### config.mk
export PLATFORM = sky130hd
export DESIGN_NAME = led_flow_sched
export DESIGN_NICKNAME = d
export VERILOG_FILES = /design/src/rtl/led_flow_sched.sv
export SDC_FILE = /design/constraint.sdc
export NUM_CORES = 1
export LEC_CHECK = 0
export ABC_AREA = 1
export BUFFER_PORTS_ARGS = -buffer_cell sky130_fd_sc_hd__buf_4
export CORE_ASPECT_RATIO = 0.8
export CORE_MARGIN = 3
export CORE_UTILIZATION = 32
export CTS_CLUSTER_DIAMETER = 100
export CTS_CLUSTER_SIZE = 10
export DETAILED_ROUTE_END_ITERATION = 10
export GPL_TIMING_DRIVEN = 0
export HOLD_SLACK_MARGIN = 0.05
export SYNTH_ARGS = -nofsm -noshare
export SYNTH_HDL_FRONTEND = slang
export SYNTH_SLANG_ARGS = --single-unit
### constraint.sdc
create_clock -name clk -period 2.9 [get_ports clk]
set_input_delay 0.29 -clock clk [delete_from_list [all_inputs] [get_ports clk]]
set_output_delay 0.29 -clock clk [all_outputs]
set_load 0.05 [all_outputs]
### src/rtl/led_flow_sched.sv
// rtl/led_flow_sched.sv - LED pattern sequencer: run/bounce/fill/blink tables, prescaled steps, pass counting
// Start latches the configuration; stop aborts at once; done pulses after the last requested pass.
module led_flow_sched #(
  parameter int TICK_MAX = 24_999_999,
  parameter int CNT_W    = 32
) (
  input  logic       clk,
  input  logic       rst,
  input  logic       start,
  input  logic       stop,
  input  logic [1:0] mode,
  input  logic       dir,
  input  logic [1:0] speed,
  input  logic [7:0] passes,
  output logic [3:0] led,
  output logic       busy,
  output logic       step,
  output logic       done
);

  typedef enum logic [1:0] {IDLE, RUN, FINISH} state_t;

  state_t             state_q, state_d;
  logic [CNT_W-1:0]   presc_q, presc_d;
  logic [2:0]         idx_q, idx_d;
  logic [7:0]         pass_q, pass_d;
  logic [1:0]         mode_q, mode_d;
  logic               dir_q, dir_d;
  logic [1:0]         speed_q, speed_d;
  logic [7:0]         passes_q, passes_d;
  logic [3:0]         led_q, led_d;
  logic               busy_q, busy_d;
  logic               step_q, step_d;
  logic               done_q, done_d;

  logic [CNT_W-1:0]   term;
  logic [7:0]         pass_next;

  function automatic logic [3:0] pattern(input logic [1:0] m, input logic [2:0] i, input logic d);
    logic [3:0] p;
    p = 4'b0000;
    case (m)
      2'b00: p = 4'b0001 << i[1:0];
      2'b01: begin
        case (i)
          3'd0:    p = 4'b0001;
          3'd1:    p = 4'b0010;
          3'd2:    p = 4'b0100;
          3'd3:    p = 4'b1000;
          3'd4:    p = 4'b0100;
          default: p = 4'b0010;
        endcase
      end
      2'b10: begin
        case (i[1:0])
          2'd0:    p = 4'b0001;
          2'd1:    p = 4'b0011;
          2'd2:    p = 4'b0111;
          default: p = 4'b1111;
        endcase
      end
      default: p = i[0] ? 4'b0000 : 4'b1111;
    endcase
    if (d) p = {p[0], p[1], p[2], p[3]};
    return p;
  endfunction

  function automatic logic [2:0] last_idx(input logic [1:0] m);
    case (m)
      2'b01:   return 3'd5;
      2'b11:   return 3'd1;
      default: return 3'd3;
    endcase
  endfunction

  assign term = ((CNT_W'(TICK_MAX) + CNT_W'(1)) << speed_q) - CNT_W'(1);

  always_comb begin
    state_d   = state_q;
    presc_d   = presc_q;
    idx_d     = idx_q;
    pass_d    = pass_q;
    mode_d    = mode_q;
    dir_d     = dir_q;
    speed_d   = speed_q;
    passes_d  = passes_q;
    led_d     = led_q;
    busy_d    = busy_q;
    step_d    = 1'b0;
    done_d    = 1'b0;
    pass_next = pass_q + 8'd1;
    case (state_q)
      IDLE: begin
        led_d  = 4'b0000;
        busy_d = 1'b0;
        if (start && !stop) begin
          mode_d   = mode;
          dir_d    = dir;
          speed_d  = speed;
          passes_d = passes;
          state_d  = RUN;
          busy_d   = 1'b1;
          presc_d  = '0;
          idx_d    = 3'd0;
          pass_d   = 8'd0;
          led_d    = pattern(mode, 3'd0, dir);
        end
      end
      RUN: begin
        if (stop) begin
          state_d = IDLE;
          led_d   = 4'b0000;
          busy_d  = 1'b0;
        end else if (presc_q == term) begin
          presc_d = '0;
          if (idx_q == last_idx(mode_q)) begin
            // Completion replaces the wrap: no step on the cycle done fires
            if (passes_q != 8'd0 && pass_next == passes_q) begin
              state_d = FINISH;
              led_d   = 4'b0000;
              busy_d  = 1'b0;
              done_d  = 1'b1;
              idx_d   = 3'd0;
              pass_d  = pass_next;
            end else begin
              idx_d  = 3'd0;
              pass_d = pass_next;
              led_d  = pattern(mode_q, 3'd0, dir_q);
              step_d = 1'b1;
            end
          end else begin
            idx_d  = idx_q + 3'd1;
            led_d  = pattern(mode_q, idx_q + 3'd1, dir_q);
            step_d = 1'b1;
          end
        end else begin
          presc_d = presc_q + CNT_W'(1);
        end
      end
      default: begin
        state_d = IDLE;
        led_d   = 4'b0000;
        busy_d  = 1'b0;
      end
    endcase
  end

  always_ff @(posedge clk or posedge rst) begin
    if (rst) begin
      state_q  <= IDLE;
      presc_q  <= '0;
      idx_q    <= 3'd0;
      pass_q   <= 8'd0;
      mode_q   <= 2'b00;
      dir_q    <= 1'b0;
      speed_q  <= 2'b00;
      passes_q <= 8'd0;
      led_q    <= 4'b0000;
      busy_q   <= 1'b0;
      step_q   <= 1'b0;
      done_q   <= 1'b0;
    end else begin
      state_q  <= state_d;
      presc_q  <= presc_d;
      idx_q    <= idx_d;
      pass_q   <= pass_d;
      mode_q   <= mode_d;
      dir_q    <= dir_d;
      speed_q  <= speed_d;
      passes_q <= passes_d;
      led_q    <= led_d;
      busy_q   <= busy_d;
      step_q   <= step_d;
      done_q   <= done_d;
    end
  end

  assign led  = led_q;
  assign busy = busy_q;
  assign step = step_q;
  assign done = done_q;

endmodule

-- Yosys cells after proc, flatten, opt, wreduce, memory -nomap -nowiden
Index checks and enable logic that the tools add are counted.
- register bits after elaboration: 65
- latch bits: 0
- RAM bits: 0
- memory bits (read-only): 0
- input port bits: 17
- output and inout port bits: 7
- word-level logic and storage cells: 113
- memories: 0
- $add $sub $neg: 4
- multipliers: 0
- divide/modulo/power cells: 0
- magnitude comparators: 0
- equal/unequal tests: 21
- shifts and indexed selects: 2
- muxes and demuxes: 55
- bitwise operators: 0
- reduce and logical (&&, ||, !) cells: 19
- operators with widths (cell ; number):
    $mux W32 ; 3
    $pmux W32 S2 ; 1
    $mux W4 ; 11
    $pmux W4 S3 ; 3
    $add A32 B1 Y32 const B ; 1
    $eq A32 B32 Y1 ; 1
    $mux W8 ; 4
    $shl A25 B2 Y32 const A ; 1
    $sub A32 B2 Y32 const B ; 1
    $mux W3 ; 7
    $pmux W8 S2 ; 1
    $mux W1 ; 15
    $pmux W3 S2 ; 2
    $mux W2 ; 5
    $ne A3 B3 Y1 const B ; 3
    $add A8 B1 Y8 const B ; 1
    $eq A2 B1 Y1 const B ; 4
    $eq A2 B2 Y1 const B ; 4
    $eq A8 B8 Y1 ; 1
    $logic_not A2 Y1 ; 4
    $ne A2 B2 Y1 const B ; 4
    $pmux W4 S2 ; 1
    $reduce_and A4 Y1 ; 2
    $reduce_bool A8 Y1 ; 1
    other kinds (16) ; 20

-- Longest topological paths before layout
- depth in word-level cells: 11
- depth in mapped cells: 15
- mapped depth without buffers: 14

-- Worst setup path after synthesis
No wires, ideal clock.
- path kind: register -> register
- start: register speed_q[1]
- end: register pass_q[1]
- library setup time: 118 ps
- arrival time: 1933 ps
- data required time: 2782 ps
- setup slack: 849 ps
- stages on the path, launching flop included: 15
- buffers on the path: 2
- clock period less this slack: 2051 ps
- path through: dfrtp_1 > buf_4 > inv_4 > nand2_2 > ha_1 > xnor2_1 > nor2_1 > nand4_1 > nor2_1 > nand2_2 > nand2_4 > nand3b_4 > buf_6 > nand2_2 > o21ai_2
- cells in the longest elaborated chain, start to end: 5
- ends and longest elaborated chain (element ; line ; text):
    start, declared ; 29 ; logic [1:0] speed_q, speed_d;
    start signal, assigned ; 169 ; speed_q <= speed_d;
    $shl A25 B2 Y32 ; 76 ; assign term = ((CNT_W'(TICK_MAX) + CNT_W'(1)) << speed_q) - CNT_W'(1);
    $sub A32 B2 Y32 ; 76 ;
    $eq A32 B32 Y1 ; 114 ; end else if (presc_q == term) begin
    $ne A2 B2 Y1 (no source line) ; - ;
    $reduce_and A5 Y1 (no source line) ; - ;
    end signal, assigned ; 166 ; pass_q <= pass_d;
    end, declared ; 26 ; logic [7:0] pass_q, pass_d;
No other way between the ends.
A chain may end at the register's enable or synchronous reset.

-- Final worst setup path
- start: register speed_q[1]
- end: register pass_q[0]
Same word-level chain as after synthesis.

==> summary.md <==
| Metric | Value |
|---|---|
| Register share of total power | `0.333` |
| Tmin final | `2470 ps` |
| HPWL after DPL | `9.38 mm` |
| Largest net degree at the start of global routing | `66` |
| Worst setup EP type | `flop` |
| Setup TNS | `0 ps` |
| R2R Setup Slk | `430 ps` |
| DP Area | `4960 sq um` |
| I/O Pins | `24` |
| CTS Buf Count | `9` |
| R2R Path End | `pass_q[0]` |
| Status | `finished clean` |
| Hold Buf Count CTS | `0` |
| First DRT Iteration DRCs | `419` |
| Rows | `38` |
| Achievable frequency | `405 MHz` |
| Slowest-stage cell, CP | `dfrtp_1` |
| Ant diodes | `0` |
| Post-Synthesis Cells | `665` |
| Post-synth EDFFs | `0` |
| Antenna violations before repair | `0` |
| Worst setup path class | `flop to flop` |
| Critical path, cell by cell | `buf_4 -> inv_4 -> nand2_2 -> ha_1 -> xnor2_1 -> nor2_1 -> nand4_1 -> nor2_1 -> nand2_2 -> nand2_4 -> nand3b_4 -> buf_6 -> nand2_2 -> o21ai_2` |
| Asr flop ratio synth | `1.00` |
| First-pass GRT wire length | `20.9 mm` |
| Post-Syn Area | `4560 sq um` |
| Final wirelength | `12.5 mm` |
| MaxCap Viol Count | `0` |
| Critical Path Fanout Max | `10` |
| Clock power share | `0.321` |
| Power per cell area | `672 nW/um^2` |
| DRC | `0` |
| # H-tree levels | `3` |
| Most frequent cells in the layout | `nand2_1, nor2_1, inv_1` |
| Clock slew seen by the registers of the worst setup and hold paths | `60 ps` |
| Worst-case clock buffer depth | `2` |
| Avg Cell Area, Syn | `6.86 sq um` |
| Worst stage delay on the critical path | `360 ps` |
| Nets | `724` |
| Synth cell types | `41` |
| Leakage power | `0.00246 uW` |
| Root Buffer | `clkbuf_16` |
| Remaining antenna violation count | `0` |
| Vias post-DR | `4319` |
| Final Hold Viols | `0` |
| Syn Nets | `690` |
| Combinational share of power | `0.346` |
| Area of the die | `15700 sq um` |
| Syn-to-layout area delta | `15.6%` |
| Vias in the first global route | `3974` |
| PostCTS Resize Cnt | `0` |
| Congestion Overflow GR | `0` |
| Die width | `139 microns` |
| Worst min path class | `primary input to asynchronous set/reset pin` |
| Layout cells sized above 1 | `0.134` |
| Final setup skew | `9.15 ps` |
| Post-synthesis sequential area ratio | `0.357` |
| Reg-to-Reg Start | `speed_q[1]` |
| Most used cell, CP | `nand2_2` |
| Worst vdd ir | `0.500 mV` |
| Gpl congestion | `0.941` |
| CTS tree | `done` |
| Setup repair bufs after CTS | `0` |
| Design area | `5270 sq um` |
| Port-buffer cells | `23` |
| Core area | `13700 sq um` |
| Total GRT Usage | `0.166` |
| Internal power | `2200 uW` |
| Die Ht | `113 microns` |
| Startpoint Class | `flop` |
| Psw | `1340 uW` |
| Sw Share | `0.379` |
| Worst slew margin | `0.455` |
| Synth Flop Type | `dfrtp_1` |
| Synth warnings | `0` |
| Skew-Pair Late Insertion Delay | `340 ps` |
| Commonest non-fill, non-tap cell in the layout | `nand2_1` |
| Pwr Total | `3540 uW` |
| Drt pass-1 iters | `5` |
| Least-Margin Pin Slew | `818 ps` |
| WP data arrival | `2700 ps` |
| Initial core utilization | `0.332` |
| WL per Instance | `14.1 microns` |
| Tcrit/Tclk final | `0.852` |
| WP data required | `3130 ps` |
| CTS sink cnt | `65` |
| Max-slew violation count | `0` |
| Routed vias/inst | `4.89` |
| RSZ-0062 raised after global routing | `false` |
| Final setup vio count | `0` |
| Synth Register Bits | `65` |
| Post-layout util | `0.384` |
| R2R depth | `14` |
-- cells in the mapped netlist, types with 5 or more instances --
library cell | number | area share
nand2_1 | 191 | 0.16
nor2_1 | 85 | 0.070
inv_1 | 71 | 0.058
dfrtp_1 | 65 | 0.36
nand3_1 | 64 | 0.070
o21ai_0 | 24 | 0.026
nand4_1 | 23 | 0.032
xor2_1 | 18 | 0.035
nor3_1 | 16 | 0.018
nand2_2 | 11 | 0.015
a21oi_1 | 8 | 0.0088
ha_1 | 8 | 0.022
o21ai_1 | 8 | 0.0088
o21ai_2 | 8 | 0.015
nor4_1 | 6 | 0.0082
xnor2_1 | 5 | 0.0096
-- power by group through the flow --
stage,logic (uW),clock network (uW),registers (uW)
after global placement,1210,0,1190
after CTS,1220,1150,1180
after floorplan,858,0,1240
final,1220,1140,1180
after detailed placement,1220,0,1190
after global routing,1390,1200,1200
-- logic make-up after synthesis --
logic type,share of synthesized area
adders and majority gates,0.0219
xor gates and xnor gates,0.0442
DFF,0.357
buffers and inverters,0.0864
and+or+nand+nor,0.424
AOI/OAI and AO/OA,0.0667
-- metal layers --
| metal | global-route usage | up-vias | wire [microns] |
|---|---|---|---|
| met1 | 0.253 | 1966 | 6440 |
| met5 | 0 | - | 0 |
| met3 | 0.0460 | 9 | 862 |
| li1 | - | 2209 | - |
| met4 | 0.0437 | 0 | 152 |
| met2 | 0.228 | 135 | 5030 |
-- how the worst max path moves through the flow --
stage	from	end	slack [ps]	depth (start not counted)
6_report	speed_q[1]	pass_q[0]	430	14
3_3_place_gp	rst	presc_q[12]	40	2
3_5_place_dp	speed_q[1]	pass_q[0]	450	14
4_1_cts	speed_q[1]	pass_q[1]	430	14
5_1_grt	speed_q[1]	pass_q[1]	310	14
2_1_floorplan	speed_q[1]	pass_q[1]	850	14
-- cell type report --
class	instances	area [sq um]
buffer	13	81.3
multi-input combinational	506	2540
timing repair buffer	23	173
sequential	65	1630
inverter	81	315
fill	1418	8470
tap	180	225
clock buffer	14	274
clock inverter	2	35.0
-- per-stage QoR --
step                setup slack (ps)  hold WS (ps)  instances
finish                           428           117        884
floorplan                        849           407        665
CTS                              433           148        884
global route                     306           154        884
global placement                42.1           465        868
detailed placement               453           464        868
-- critical path, delay by kind of cell (launching register included) --
kind | cells | cell delay [ps]
AND/OR/NAND/NOR | 8 | 990
buffers and inverters | 3 | 480
flip-flops | 1 | 360
adder cells (fa/ha/maj) | 1 | 330
XOR/XNOR | 1 | 160
AO/OA/AOI/OAI | 1 | 50
-- state kept, by name (all words and copies together), names as in the netlist --
register,cells
presc_q,32
pass_q,8
passes_q,8
led,4
idx_q,3
mode_q,2
speed_q,2
state_q,2
busy,1
dir_q,1
done,1
step,1
No activity file was read; power rests on OpenSTA's default activity.
